## config.mk

```make
export PLATFORM = sky130hd
export DESIGN_NAME = generic_sram_byte_en_arbiter_flat
export DESIGN_NICKNAME = d
export VERILOG_FILES = /design/src/rtl/generic_sram_arb_pkg.sv /design/src/rtl/generic_sram_byte_en_if.sv /design/src/rtl/generic_sram_rr_arbiter.sv /design/src/rtl/generic_sram_byte_en_arbiter.sv /design/src/flat_wrapper.sv
export SDC_FILE = /design/constraint.sdc
export NUM_CORES = 1
export LEC_CHECK = 0
export BUFFER_PORTS_ARGS = -buffer_cell sky130_fd_sc_hd__buf_2
export CORE_AREA = 2 2 123 125
export DETAILED_ROUTE_END_ITERATION = 6
export DIE_AREA = 0 0 125 127
export GPL_TIMING_DRIVEN = 0
export PLACE_DENSITY = 0.46
export SYNTH_ARGS = -nofsm -noshare
export SYNTH_HDL_FRONTEND = slang
export SYNTH_SLANG_ARGS = --single-unit
export TNS_END_PERCENT = 1
```

## constraint.sdc

```tcl
create_clock -name clk -period 3.1 [get_ports clk]
set_input_delay 0.62 -clock clk [delete_from_list [all_inputs] [get_ports clk]]
set_output_delay 0.62 -clock clk [all_outputs]
set_load 0.05 [all_outputs]
```

## src/rtl/generic_sram_arb_pkg.sv

```systemverilog
// generic_sram_arb_pkg: shared types and helpers for the byte-enable SRAM arbiter
package generic_sram_arb_pkg;

    localparam int REQ_IDX_MAX_BITS = 4;

    function automatic int req_idx_bits(input int num_req);
        return (num_req > 1) ? $clog2(num_req) : 1;
    endfunction

    typedef logic [REQ_IDX_MAX_BITS-1:0] req_idx_t;

    typedef struct packed {
        logic     valid;
        req_idx_t idx;
    } rsp_tag_t;

endpackage

```

## src/rtl/generic_sram_byte_en_if.sv

```systemverilog
// generic_sram_byte_en_if: single-port byte-enable SRAM connection
interface generic_sram_byte_en_if #(
    parameter int ADDR_BITS = 10,
    parameter int DATA_BITS = 32
);
    logic                   write_en;
    logic                   read_en;
    logic [ADDR_BITS-1:0]   addr;
    logic [DATA_BITS/8-1:0] byte_en;
    logic [DATA_BITS-1:0]   write_data;
    logic [DATA_BITS-1:0]   read_data;

    modport sram_client (output write_en, read_en, addr, byte_en, write_data, input read_data);
    modport sram (input write_en, read_en, addr, byte_en, write_data, output read_data);
endinterface

```

## src/rtl/generic_sram_rr_arbiter.sv

```systemverilog
// generic_sram_rr_arbiter: one-hot grant from a request vector; GENERIC_SRAM_ARB_FIXED_PRIO_EN selects lowest-index-wins
module generic_sram_rr_arbiter
    import generic_sram_arb_pkg::*;
#(
    parameter int NUM_REQ = 4
) (
    input  logic [NUM_REQ-1:0]               req,
    input  logic [req_idx_bits(NUM_REQ)-1:0] rr_ptr,
    output logic [NUM_REQ-1:0]               gnt
);
`ifdef GENERIC_SRAM_ARB_FIXED_PRIO_EN
    logic unused_ptr;
    assign unused_ptr = ^rr_ptr;
    assign gnt = req & (~req + NUM_REQ'(1));
`else
    logic [NUM_REQ-1:0] hi;

    // Prefer the lowest requester at or above rr_ptr, otherwise wrap to the lowest overall
    always_comb begin
        hi  = req & ~((NUM_REQ'(1) << rr_ptr) - NUM_REQ'(1));
        gnt = (|hi) ? hi & (~hi + NUM_REQ'(1)) : req & (~req + NUM_REQ'(1));
    end
`endif
endmodule

```

## src/rtl/generic_sram_byte_en_arbiter.sv

```systemverilog
// generic_sram_byte_en_arbiter: shares one byte-enable SRAM port among NUM_REQ requesters; GENERIC_SRAM_ARB_FIXED_PRIO_EN selects fixed priority
module generic_sram_byte_en_arbiter
    import generic_sram_arb_pkg::*;
#(
    parameter int NUM_REQ       = 4,
    parameter int MEM_ADDR_BITS = 10,
    parameter int MEM_DATA_BITS = 32,
    parameter int READ_LATENCY  = 1,
    parameter int MAX_HOLD      = 16
) (
    input  logic                                        clk,
    input  logic                                        rst,
    input  logic [NUM_REQ-1:0]                          req_valid,
    output logic [NUM_REQ-1:0]                          req_ready,
    input  logic [NUM_REQ-1:0]                          req_write,
    input  logic [NUM_REQ-1:0]                          req_lock,
    input  logic [NUM_REQ-1:0][MEM_ADDR_BITS-1:0]       req_addr,
    input  logic [NUM_REQ-1:0][MEM_DATA_BITS/8-1:0]     req_byte_en,
    input  logic [NUM_REQ-1:0][MEM_DATA_BITS-1:0]       req_write_data,
    output logic [NUM_REQ-1:0]                          rsp_valid,
    output logic [MEM_DATA_BITS-1:0]                    rsp_read_data,
    generic_sram_byte_en_if.sram_client                 sram_if
);
    localparam int IW = req_idx_bits(NUM_REQ);
    localparam int HW = $clog2(MAX_HOLD + 1);

    logic                           live;
    logic                           locked;
    logic                           miss;
    logic                           acc;
    logic [IW-1:0]                  rr_ptr;
    logic [IW-1:0]                  owner;
    logic [IW-1:0]                  win;
    logic [IW-1:0]                  nxt;
    logic [HW-1:0]                  hold_cnt;
    logic [HW-1:0]                  hold_nx;
    logic [NUM_REQ-1:0]             eff;
    logic [NUM_REQ-1:0]             gnt;
    rsp_tag_t [READ_LATENCY-1:0]    pipe;

    // Nothing is eligible in reset or the cycle after; while locked only the owner is
    assign eff = (live && !rst) ? (locked ? req_valid & (NUM_REQ'(1) << owner) : req_valid) : '0;

    generic_sram_rr_arbiter #(.NUM_REQ(NUM_REQ)) u_arb (
        .req    (eff),
        .rr_ptr (rr_ptr),
        .gnt    (gnt)
    );

    // Encode the one-hot grant into the winner index
    always_comb begin
        win = '0;
        for (int i = 0; i < NUM_REQ; i++)
            if (gnt[i]) win = IW'(i);
    end

    assign acc     = |gnt;
    assign nxt     = (win == IW'(NUM_REQ - 1)) ? '0 : win + IW'(1);
    assign hold_nx = hold_cnt + HW'(1);

    assign req_ready          = gnt;
    assign sram_if.write_en   = acc && req_write[win];
    assign sram_if.read_en    = acc && !req_write[win];
    assign sram_if.addr       = acc ? req_addr[win] : '0;
    assign sram_if.byte_en    = acc ? req_byte_en[win] : '0;
    assign sram_if.write_data = acc ? req_write_data[win] : '0;

    // Lock ownership, hold counting, idle-owner release and round-robin pointer advance
    always_ff @(posedge clk) begin
        if (rst) begin
            live     <= 1'b0;
            locked   <= 1'b0;
            miss     <= 1'b0;
            owner    <= '0;
            rr_ptr   <= '0;
            hold_cnt <= '0;
        end else begin
            live <= 1'b1;
            miss <= 1'b0;
            if (acc && req_lock[win] && hold_nx != HW'(MAX_HOLD)) begin
                locked   <= 1'b1;
                owner    <= win;
                hold_cnt <= hold_nx;
            end else if (acc) begin
                locked   <= 1'b0;
                hold_cnt <= '0;
                rr_ptr   <= nxt;
            end else if (locked && !req_valid[owner]) begin
                miss <= !miss;
                if (miss) begin
                    locked   <= 1'b0;
                    hold_cnt <= '0;
                end
            end
        end
    end

    // Read-return tags, one stage per SRAM latency cycle
    always_ff @(posedge clk) begin
        if (rst) begin
            pipe <= '0;
        end else begin
            pipe[0] <= '{valid: acc && !req_write[win], idx: req_idx_t'(win)};
            for (int k = 1; k < READ_LATENCY; k++)
                pipe[k] <= pipe[k-1];
        end
    end

    assign rsp_valid     = (!rst && pipe[READ_LATENCY-1].valid) ? NUM_REQ'(1) << pipe[READ_LATENCY-1].idx : '0;
    assign rsp_read_data = sram_if.read_data;
endmodule

```

## src/flat_wrapper.sv

```systemverilog
// flat-port wrapper written by rule: the top's interface ports become plain ports
module generic_sram_byte_en_arbiter_flat import generic_sram_arb_pkg::*;
#(
    parameter int NUM_REQ       = 4,
    parameter int MEM_ADDR_BITS = 10,
    parameter int MEM_DATA_BITS = 32,
    parameter int READ_LATENCY  = 1,
    parameter int MAX_HOLD      = 16
)
  (clk, rst, req_valid, req_ready, req_write, req_lock, req_addr, req_byte_en, req_write_data, rsp_valid, rsp_read_data, sram_if_write_en, sram_if_read_en, sram_if_addr, sram_if_byte_en, sram_if_write_data, sram_if_read_data);
  generic_sram_byte_en_if #(.ADDR_BITS((10)), .DATA_BITS((32))) sram_if_i ();
  input  logic clk;
  input  logic rst;
  input  logic [NUM_REQ-1:0] req_valid;
  output logic [NUM_REQ-1:0] req_ready;
  input  logic [NUM_REQ-1:0] req_write;
  input  logic [NUM_REQ-1:0] req_lock;
  input  logic [NUM_REQ-1:0][MEM_ADDR_BITS-1:0] req_addr;
  input  logic [NUM_REQ-1:0][MEM_DATA_BITS/8-1:0] req_byte_en;
  input  logic [NUM_REQ-1:0][MEM_DATA_BITS-1:0] req_write_data;
  output logic [NUM_REQ-1:0] rsp_valid;
  output logic [MEM_DATA_BITS-1:0] rsp_read_data;
  output wire logic [$bits(sram_if_i.write_en)-1:0] sram_if_write_en;
  output wire logic [$bits(sram_if_i.read_en)-1:0] sram_if_read_en;
  output wire logic [$bits(sram_if_i.addr)-1:0] sram_if_addr;
  output wire logic [$bits(sram_if_i.byte_en)-1:0] sram_if_byte_en;
  output wire logic [$bits(sram_if_i.write_data)-1:0] sram_if_write_data;
  input wire logic [$bits(sram_if_i.read_data)-1:0] sram_if_read_data;
  assign sram_if_write_en = sram_if_i.write_en;
  assign sram_if_read_en = sram_if_i.read_en;
  assign sram_if_addr = sram_if_i.addr;
  assign sram_if_byte_en = sram_if_i.byte_en;
  assign sram_if_write_data = sram_if_i.write_data;
  assign sram_if_i.read_data = sram_if_read_data;
  generic_sram_byte_en_arbiter #(.NUM_REQ(NUM_REQ), .MEM_ADDR_BITS(MEM_ADDR_BITS), .MEM_DATA_BITS(MEM_DATA_BITS), .READ_LATENCY(READ_LATENCY), .MAX_HOLD(MAX_HOLD)) u_core (.clk(clk), .rst(rst), .req_valid(req_valid), .req_ready(req_ready), .req_write(req_write), .req_lock(req_lock), .req_addr(req_addr), .req_byte_en(req_byte_en), .req_write_data(req_write_data), .rsp_valid(rsp_valid), .rsp_read_data(rsp_read_data), .sram_if(sram_if_i));
endmodule
```

==> Yosys cells after proc, flatten, opt, wreduce, memory -nomap -nowiden <==
Index checks and enable logic that the tools add are counted.
{ "totals": {"ff_bits": 17, "inputBits": 230, "out_inout_bits": 88, "word_cells": 80} }
{ "classes": {"add_sub_neg": 5, "order_cmp": 2, "eq_ne": 2, "n_shift": 3, "mux": 32, "bitwise": 9, "reduce_logical": 18} }
{ "ops": {"columns": ["op", "n"], "rows": [
  ["32-bit binary-select mux with 2-bit select", 1],
  ["32-bit two-way mux", 2],
  ["4-bit two-way mux", 6],
  ["10-bit binary-select mux with 2-bit select", 1],
  ["10-bit two-way mux", 2],
  ["5-bit two-way mux", 4],
  ["4-bit bitwise AND", 4],
  ["4-bit inverter", 3],
  ["1-bit two-way mux", 9],
  ["4-bit by 1-bit adder with 4-bit output, second input constant", 2],
  ["4-bit binary-select mux with 2-bit select", 1],
  ["4-bit OR reduction", 2],
  ["1-bit by 2-bit left shift with 4-bit output, first input constant", 2],
  ["1-bit logical AND", 7],
  ["7-bit OR reduction", 1],
  ["1-bit binary-select mux with 2-bit select", 3],
  ["2-bit by 3-bit < comparator with 1-bit output, second input constant", 2],
  ["2-bit two-way mux", 3],
  ["3-bit nonzero test", 2],
  ["5-bit by 1-bit adder with 5-bit output, second input constant", 1],
  ["5-bit != test, second input constant", 1],
  ["1-bit zero test", 4],
  ["2-bit AND reduction", 2],
  ["1-bit by 4-bit left shift with 4-bit output, first input constant", 1],
  ["other kinds (4)", 5]
]} }

==> Depth between registers and ports, before layout <==
Gate-level depths: netlist (run 1).
{ "logic_depth": {"depth_word": 18, "depth_mapped": 10} }

==> Hierarchy <==
A second synthesis (run 1) with hierarchy kept.
{ "unflattened": {"hier_cells": 400, "area_unflattened_um2": 2795.2} }
{ "by_module_without_submodules": {"columns": ["mod", "instances", "cells_each", "area_per_inst_um2", "seq_area_each_um2"], "rows": [
  ["generic_sram_byte_en_arbiter", 1, 383, 2691.3, 300.3],
  ["generic_sram_rr_arbiter", 1, 17, 103.8, 0.0]
]} }

==> Worst setup path before layout (run 1) <==
No wires, ideal clock.
{ "synth_path": {"path_type": "input-to-output", "startpoint": "input port rst", "endpoint": "output port sram_if_write_data[10]", "arrival_ns": 2.852, "t_required_ns": 2.480, "slack_ns": -0.372, "stages": 9, "path_buffers": 2, "path_cell_list": "nor2b_2 o211ai_2 a21boi_1 o211ai_1 inv_2 buf_2 buf_1 o22ai_1 o22ai_1"} }
{ "synth_between": {"elab_chain_cells": 14, "word_cells_on_any_way": 19} }
{ "synth_lines": {"columns": ["element", "line", "source"], "rows": [
  ["start, declared", "flat_wrapper.sv:13", "input logic rst;"],
  ["1-bit zero test (*)", "generic_sram_byte_en_arbiter.sv:42", "assign eff = (live && !rst) ? (locked ? req_valid & (NUM_REQ'(1) << owner) : req_valid) : '0;"],
  ["1-bit logical AND (*)", "generic_sram_byte_en_arbiter.sv:42", null],
  ["4-bit two-way mux (*)", "generic_sram_byte_en_arbiter.sv:42", null],
  ["4-bit bitwise AND", "generic_sram_rr_arbiter.sv:20", "hi = req & ~((NUM_REQ'(1) << rr_ptr) - NUM_REQ'(1));"],
  ["4-bit inverter", "generic_sram_rr_arbiter.sv:21", "gnt = (|hi) ? hi & (~hi + NUM_REQ'(1)) : req & (~req + NUM_REQ'(1));"],
  ["4-bit by 1-bit adder with 4-bit output", "generic_sram_rr_arbiter.sv:21", null],
  ["4-bit bitwise AND", "generic_sram_rr_arbiter.sv:21", null],
  ["4-bit two-way mux (*)", "generic_sram_rr_arbiter.sv:21", null],
  ["1-bit two-way mux", "generic_sram_byte_en_arbiter.sv:54", "if (gnt[i]) win = IW'(i);"],
  ["2-bit two-way mux (2 in series)", "generic_sram_byte_en_arbiter.sv:54", null],
  ["32-bit binary-select mux with 2-bit select", "generic_sram_byte_en_arbiter.sv:66", "assign sram_if.write_data = acc ? req_write_data[win] : '0;"],
  ["32-bit two-way mux (not written as such)", "generic_sram_byte_en_arbiter.sv:66", null],
  ["32-bit two-way mux (*)", "generic_sram_byte_en_arbiter.sv:66", null],
  ["end, declared", "flat_wrapper.sv:27", "output wire logic [$bits(sram_if_i.write_data)-1:0] sram_if_write_data;"]
]} }
Mark *: on every way between the ends. The rest lies on a longest branch, timed or not. The select of a mux whose other input is x is not followed.

==> Final worst setup path (run 1) <==
{ "layout_path": {"startpoint": "input port rst", "endpoint": "output port sram_if_write_data[30]"} }
Same word-level chain as after synthesis.

==> metrics.md, run 1 <==
| Metric | Value |
|---|---|
| Result of the run | `finished with violations` |
| Violations in the final reports | `setup timing` |
| Fraction of layout cells with a size suffix above 1 | `0.754` |
| Total nets after synthesis | `577` |
| Global Route Usage Sum | `0.209` |
| Clock transition at the register clock pins on the worst setup and hold paths after CTS | `0.04 ns` |
| Port Buffers | `285` |
| DRC violation count after routing | `0` |
| Launch instance of the worst register-to-register path | `u_core.locked` |
| Vias in the first global route | `4,372` |
| Synth warn | `0` |
| Crit path launch | `rst` |
| Depth of the worst register-to-register path | `11` |
| Die span in x | `125 um` |
| Worst VDD drop | `0.129 mV` |
| Standard-cell rows | `44` |
| TritonCTS clock tree | `yes` |
| Endpoint of the most critical register-to-register path | `u_core.rr_ptr[0]` |
| CTS H-tree lvls | `1` |
| Final core utilization | `0.399` |
| Number of nets with antenna violations after detailed routing | `0` |
| Count of max-cap constraint violations | `0` |
| Final critical-path required period | `3.24 ns` |
| Clock network latency to the later pin of the worst-skew pair | `0.24 ns` |
| Initial antenna violation count | `2` |
| Unrepaired setup endpoints after global routing | `true` |
| Post-DP HPWL | `~15,000 um` |
| Critical path endpoint category | `output pin` |
| Fill cell total of the finished layout | `1,531` |
| Sequential-to-total area share from yosys stat | `0.122` |
| Average footprint of a synthesized cell | `7.11 um^2` |
| CTS Buffer Depth | `2` |
| Total Nets Final | `887` |
| Slowest cell on the critical path | `sky130_fd_sc_hd__a211oi_2` |
| Share of synthesized registers carrying an async set or reset | `0` |
| Worst hold path depth | `1` |
| Max Fclk | `between 300 and 400 MHz` |
| Layout overhead on the synthesized area | `134%` |
| Final count of hold timing violations | `0` |
| Power density normalized to cell area | `340 nW/um^2` |
| Clock tree sinks | `15` |
| Transition time at the pin with the least slew margin | `approximately 0.57 ns` |
| Combined area of all synthesized cells | `2460 um^2` |
| Unique masters post-synth | `54` |
| Gp weighted congestion | `0.833` |
| Fin Setup TNS | `-4.94 ns` |
| Worst Slack Setup Final | `-0.141 ns` |
| Area inside the core boundary | `14,400 um^2` |
| Final slew viol count | `0` |
| Height of the chip | `roughly 130 um` |
| Residual overflow from global routing | `0` |
| Number of clock buffers inserted by TritonCTS | `3` |
| Type of the tightest min-delay check | `flop to flop` |
| Vias after detailed routing | `4,292` |
| Initial Util | `0.171` |
| Endpoints failing setup | `48` |
| I/O pin total | `318` |
| Cell count after synthesis | `346` |
| Leading register cell type out of synthesis | `sky130_fd_sc_hd__dfxtp_1` |
| Slack of the worst reg-to-reg path | `just over 0.5 ns` |
| Largest net degree at the start of global routing | `11` |
| Worst clock skew on the final layout | `0.00305 ns` |
| Startpoint kind of the worst setup timing path | `input port` |
| Overall Power | `between 1.5 and 2 mW` |
| Detailed router's first-iteration violation count | `192` |
| Synthesis-stage register bit count | `15` |
| Via density | `5.10` |
| Critical Path AT | `2.62 ns` |
| CP Cell Sequence | `buf_12, nand3b_1, a211oi_2, o21ai_2, o211ai_1, buf_4, inv_4, buf_12, clkbuf_16, o221ai_4, a21oi_2, buf_6` |
| Number of flops mapped to enable cells by yosys | `0` |
| Dpl ws | `-0.897 ns` |
| Critical path fanouts, max | `11` |
| Detailed-routing iteration count for the pre-antenna-repair pass | `4` |
| Routed Wire Length | `18,600 um` |
| Clk Tree Root Cell | `sky130_fd_sc_hd__clkbuf_16` |
| First-pass GRT wire length | `25,700 um` |
| Ratio of final minimum period to clock period | `1.05` |
| Worst path max stage delay | `0.39 ns` |
| CP most frequent cell | `sky130_fd_sc_hd__buf_12` |
| Required time of the critical path | `2.48 ns` |
| Avg WL per Cell | `22.1 um` |
| Relative slew margins | `0.619` |
| Total of hold buffers inserted after clock tree synthesis | `0` |
| Die footprint | `15,900 um^2` |
| Leakage component of the power | `2.51 nW` |
| Category of the critical setup timing path | `input port to output pin` |
| Critical Path Sink | `sram_if_write_data[30]` |
-- cell type report --
class | instances | area [um^2] | area share
multi-input cells | 254 | 2470 | 0.429
repair buffers | 308 | 1970 | 0.343
plain buffers | 66 | 659 | 0.115
flip-flops and latches | 15 | 303 | 0.0526
well taps | 184 | 230 | 0.0400
clock buffers | 4 | 78.8 | 0.0137
inverters | 8 | 37.5 | 0.00652
diodes | 2 | 5.00 | 0.000869
-- metrics by stage --
step / instance area [um^2] / hold slack [ns] / instances
5_1_grt: 5750 / 0.438 / 839
4_1_cts: 5390 / 0.419 / 832
6_report: 5760 / 0.416 / 841
3_5_place_dp: 4330 / 0.413 / 815
2_1_floorplan: 2670 / 0.398 / 346
3_3_place_gp: 4330 / 0.410 / 815
-- layout by cell type (no fill, tap or decap), types with 3 or more instances in the layout --
cell and n:
sky130_fd_sc_hd__clkbuf_1 3, sky130_fd_sc_hd__o221ai_2 12, sky130_fd_sc_hd__buf_6 52, sky130_fd_sc_hd__inv_1 6, sky130_fd_sc_hd__a21oi_2 22, sky130_fd_sc_hd__buf_12 10, sky130_fd_sc_hd__buf_4 55, sky130_fd_sc_hd__o221ai_1 24
sky130_fd_sc_hd__o22ai_1 23, sky130_fd_sc_hd__nand3_1 3, sky130_fd_sc_hd__nor3_1 4, sky130_fd_sc_hd__o21ai_0 3, sky130_fd_sc_hd__nor2_1 10, sky130_fd_sc_hd__clkbuf_2 4, sky130_fd_sc_hd__dfxtp_1 13, sky130_fd_sc_hd__buf_2 236
sky130_fd_sc_hd__o221ai_4 9, sky130_fd_sc_hd__o21ai_1 9, sky130_fd_sc_hd__nor2b_1 3, sky130_fd_sc_hd__a21oi_1 15, sky130_fd_sc_hd__nand2_1 12, sky130_fd_sc_hd__clkbuf_16 5, sky130_fd_sc_hd__buf_8 7, sky130_fd_sc_hd__clkbuf_8 4
sky130_fd_sc_hd__o211ai_1 3, sky130_fd_sc_hd__o22ai_2 50
-- flip-flops by register name, summed over array words and instances (netlist names) --
register	flops
u_core.hold_cnt	5
u_core.live	1
u_core.miss	1
u_core.locked	1
u_core.owner	2
u_core.pipe	3
u_core.rr_ptr	2
-- worst min-delay path by stage --
stage                     slack [ns]     endpoint        start
after global routing            0.44  u_core.miss  u_core.miss
after CTS                       0.42  u_core.miss  u_core.miss
after detailed placement        0.41  u_core.miss  u_core.miss
after global placement          0.41  u_core.miss  u_core.miss
final                           0.42  u_core.miss  u_core.miss
after floorplan                 0.40  u_core.miss  u_core.miss
-- worst max-delay path, delay by kind of cell --
family                 cells  cell delay, ns
AOI/OAI and AO/OA          5            0.87
buffers and inverters      6            0.85
and+or+nand+nor            1            0.27
-- routing by layer --
| layer | routed length, um | global-route usage | vias up |
|---|---|---|---|
| met3 | 1100 | 0.0381 | 18 |
| met1 | 6960 | 0.239 | 2068 |
| met5 | 0 | 0 | - |
| li1 | - | - | 2016 |
| met4 | 575 | 0.0660 | 0 |
| met2 | 9940 | 0.393 | 190 |
-- power by group --
part,leakage (nW),internal (mW),switching (mW),total [mW]
clock,0.0382,0.174,0.0722,0.246
combinational,2.35,0.589,0.893,1.48
sequential,0.123,0.209,0.0209,0.230
-- cell families (layout without fill, tap and decap cells) --
| kind of cell | Yosys count | in the layout | synth area share |
|---|---|---|---|
| adder cells (fa/ha/maj) | 1 | 1 | 0.00509 |
| flip-flops | 15 | 15 | 0.122 |
| other | 0 | 2 | 0 |
| AO/OA/AOI/OAI | 194 | 194 | 0.550 |
| buffers and inverters | 77 | 386 | 0.175 |
| XOR/XNOR | 3 | 3 | 0.0107 |
| multiplexers | 3 | 3 | 0.0173 |
| AND/OR/NAND/NOR | 53 | 53 | 0.120 |
-- Yosys cell counts (2+ instances only) --
master,instances,share of area
sky130_fd_sc_hd__o22ai_1,73,0.19
sky130_fd_sc_hd__o221ai_1,45,0.16
sky130_fd_sc_hd__a21oi_1,38,0.077
sky130_fd_sc_hd__buf_4,33,0.10
sky130_fd_sc_hd__clkbuf_1,19,0.029
sky130_fd_sc_hd__dfxtp_1,15,0.12
sky130_fd_sc_hd__buf_2,14,0.028
sky130_fd_sc_hd__nand2_1,12,0.018
sky130_fd_sc_hd__nor2_1,11,0.017
sky130_fd_sc_hd__o21ai_1,10,0.020
sky130_fd_sc_hd__inv_1,6,0.0092
sky130_fd_sc_hd__nand3_1,4,0.0081
sky130_fd_sc_hd__nor2b_1,4,0.010
sky130_fd_sc_hd__nor3_1,4,0.0081
sky130_fd_sc_hd__buf_1,3,0.0046
sky130_fd_sc_hd__nor4bb_1,3,0.012
sky130_fd_sc_hd__o211ai_1,3,0.0092
sky130_fd_sc_hd__o21ai_0,3,0.0061
sky130_fd_sc_hd__a211oi_1,2,0.0061
sky130_fd_sc_hd__a211oi_4,2,0.016
sky130_fd_sc_hd__a21boi_1,2,0.0061
sky130_fd_sc_hd__and3_1,2,0.0051
sky130_fd_sc_hd__inv_2,2,0.0031
sky130_fd_sc_hd__mux2i_1,2,0.0081
sky130_fd_sc_hd__nor3b_1,2,0.0061
sky130_fd_sc_hd__o2111ai_1,2,0.0071
sky130_fd_sc_hd__o21a_1,2,0.0061
sky130_fd_sc_hd__xnor2_1,2,0.0071
-- what timing repair did --
action | CTS | global route
cloned | 0 | 2
hold endpoints to repair | 0 | 0
pin swaps | 15 | 31
resized for setup | 231 | 49
setup buffers | 15 | 6
endpoints found under the setup margin | 50 | 49
No activity file was read; power rests on OpenSTA's default activity.
==> inputs of run 2 (changes only) <==
--- a/config.mk
+++ b/config.mk
@@ -11,6 +11,7 @@
 export DIE_AREA = 0 0 125 127
 export GPL_TIMING_DRIVEN = 0
 export PLACE_DENSITY = 0.46
+export RECOVER_POWER = 100
 export SYNTH_ARGS = -nofsm -noshare
 export SYNTH_HDL_FRONTEND = slang
 export SYNTH_SLANG_ARGS = --single-unit
==> run 2 against run 1 <==
- highest routed layer unchanged
- hold slack worse by 0.00066 ns
- final cell count unchanged
- the run still ends with setup timing left
- power down 0.38%
- die area unchanged
- sequential share of layout area about the same
- clock-buffer cell count unchanged
- non-clock buffer count unchanged
- flip-flop and latch count unchanged
- utilization down 0.28 points
- sequential power about the same
- via count down 0.79%
==> metrics.md, run 2 (synthesis results as in run 1) <==
| Metric | Value |
|---|---|
| Result of the run | `finished with violations` |
| Violations in the final reports | `setup timing` |
| Regs by FF count | `u_core.hold_cnt: 5 flops, u_core.pipe: 3 flops` |
| Detailed router's first-iteration violation count | `210` |
| CTS Buffer Depth | `2` |
| Detailed-routing iteration count for the pre-antenna-repair pass | `4` |
| Vias after detailed routing | `approximately 4,300` |
| Count of max-cap constraint violations | `0` |
| TritonCTS clock tree | `yes` |
| Required time of the critical path | `between 2 and 2.5 ns` |
| I/O pin total | `318` |
| Non-filler instance count after layout | `841` |
| Total Nets Final | `887` |
| Residual overflow from global routing | `0` |
| Critical path endpoint category | `output pin` |
| Worst hold path depth | `1` |
| Final slew viol count | `0` |
| Critical path fanouts, max | `11` |
| Placed cell area | `about 4300 um^2` |
| Routed Wire Length | `18,500 um` |
| Type of the tightest min-delay check | `flop to flop` |
| Die footprint | `roughly 16,000 um^2` |
| Initial antenna violation count | `2` |
| Initial Util | `0.171` |
| Clock tree sinks | `15` |
| First-pass GRT wire length | `25,700 um` |
| CTS H-tree lvls | `1` |
| Startpoint kind of the worst setup timing path | `input port` |
| Largest net degree at the start of global routing | `11` |
| Gp weighted congestion | `about 0.83` |
| Leakage component of the power | `2.42 nW` |
| Most common cell after layout, fill and taps aside | `sky130_fd_sc_hd__buf_2` |
| Category of the critical setup timing path | `input port to output pin` |
| Power density normalized to cell area | `341 nW/um^2` |
| Total of hold buffers inserted after clock tree synthesis | `0` |
| Number of flip-flops in the largest register | `5` |
| Met2 layer usage reported by global route | `0.393` |
| Max Fclk | `309 MHz` |
| Vias in the first global route | `around 4,400` |
| Final critical-path required period | `3.24 ns` |
| Clock network latency to the later pin of the worst-skew pair | `between 0.2 and 0.25 ns` |
| Relative slew margins | `0.585` |
| Clk Tree Root Cell | `sky130_fd_sc_hd__clkbuf_16` |
| Depth of the worst register-to-register path | `11` |
| Avg WL per Cell | `22.0 um` |
| Total non-filler cell area in the finished layout | `5720 um^2` |
| Final count of hold timing violations | `0` |
| Global Route met3 Usage | `0.0381` |
| Via density | `5.06` |
| Unrepaired setup endpoints after global routing | `true` |
| Transition time at the pin with the least slew margin | `0.625 ns` |
| Fraction of layout cells with a size suffix above 1 | `0.705` |
| Worst clock skew on the final layout | `roughly 0.0030 ns` |
| Final core utilization | `0.396` |
| Height of the chip | `127 um` |
| Ratio of final minimum period to clock period | `1.04` |
| Worst VDD drop | `0.129 mV` |
| Grt met1 use | `0.239` |
| Commonest cells after routing, fill and taps aside | `sky130_fd_sc_hd__buf_2, sky130_fd_sc_hd__buf_4, sky130_fd_sc_hd__buf_6` |
| Most used routing layer in global routing | `met2` |
| Layout overhead on the synthesized area | `132%` |
| DRC violation count after routing | `0` |
| Reg with most FFs | `u_core.hold_cnt` |
| Endpoints failing setup | `48` |
| Post-DP HPWL | `14,800 um` |
| Standard-cell rows | `44` |
| Die span in x | `125 um` |
| Clock transition at the register clock pins on the worst setup and hold paths after CTS | `0.04 ns` |
| Critical Path AT | `2.62 ns` |
| Worst Slack Setup Final | `-0.137 ns` |
| Global Route Usage Sum | `0.209` |
| Port Buffers | `285` |
| Number of nets with antenna violations after detailed routing | `0` |
| Area inside the core boundary | `around 14,000 um^2` |
| Number of clock buffers inserted by TritonCTS | `3` |
| # placed instances | `about 820` |
-- run 2: cell count changes in the layout (fill, tap and decap cells not counted) --
cell | previous run | this run
sky130_fd_sc_hd__buf_2 | 236 | 204
sky130_fd_sc_hd__clkbuf_1 | 3 | 35
-- run 2: power breakdown --
part | leakage [nW] | switching, mW | internal [mW]
combinational | 2.26 | 0.892 | 0.583
clock | 0.0382 | 0.0721 | 0.174
sequential | 0.123 | 0.0211 | 0.209
total | 2.42 | 0.985 | 0.965
-- run 2: cell type report --
type / instances / area [um^2]
fill: 1552 / 8710
multi-input combinational: 254 / 2470
timing repair buffer: 308 / 1930
buffer: 66 / 659
sequential: 15 / 303
tap: 184 / 230
clock buffer: 4 / 78.8
inverter: 8 / 37.5
antenna: 2 / 5.00
-- run 2: per-stage QoR --
stage | TNS, ns | setup slack, ns | hold slack [ns] | total power, mW
after floorplan | -4.74 | -0.209 | 0.398 | 0.998
after global routing | -9.59 | -0.235 | 0.438 | 2.03
after CTS | -2.56 | -0.133 | 0.419 | 1.89
after global placement | -35.92 | -0.914 | 0.410 | 1.37
after detailed placement | -36.29 | -0.897 | 0.413 | 1.38
final | -4.73 | -0.137 | 0.415 | 1.95
-- run 2: timing repair --
item | 4_1_cts | 5_1_grt
gates cloned | 0 | 2
gates resized for setup | 231 | 49
endpoints found under the setup margin | 50 | 49
buffers inserted | 15 | 6
pin swaps | 15 | 31
-- run 2: worst paths after layout --
| check | to | from | slack, ns |
|---|---|---|---|
| hold reg to reg | u_core.miss | u_core.miss | 0.42 |
| setup reg to reg | u_core.rr_ptr[0] | u_core.locked | 0.52 |
| hold / removal | u_core.miss | u_core.miss | 0.42 |
| setup / recovery | sram_if_write_data[29] | rst | -0.14 |
-- run 2: per-layer routing --
metal | wire length (um) | vias to the layer above
met3 | 1160 | 20
met1 | 6880 | 2031
li1 | - | 2016
met2 | 9920 | 191
met4 | 579 | 0
met5 | 0 | -
-- run 2: critical path: stages --
cell and delay [ns]:
sky130_fd_sc_hd__buf_12 0.11, sky130_fd_sc_hd__nand3b_1 0.26, sky130_fd_sc_hd__a211oi_2 0.39, sky130_fd_sc_hd__o21ai_2 0.11
sky130_fd_sc_hd__o211ai_1 0.12, sky130_fd_sc_hd__buf_4 0.19, sky130_fd_sc_hd__inv_4 0.06, sky130_fd_sc_hd__buf_12 0.15
sky130_fd_sc_hd__clkbuf_16 0.17, sky130_fd_sc_hd__o221ai_4 0.16, sky130_fd_sc_hd__a21oi_2 0.08, sky130_fd_sc_hd__buf_6 0.17
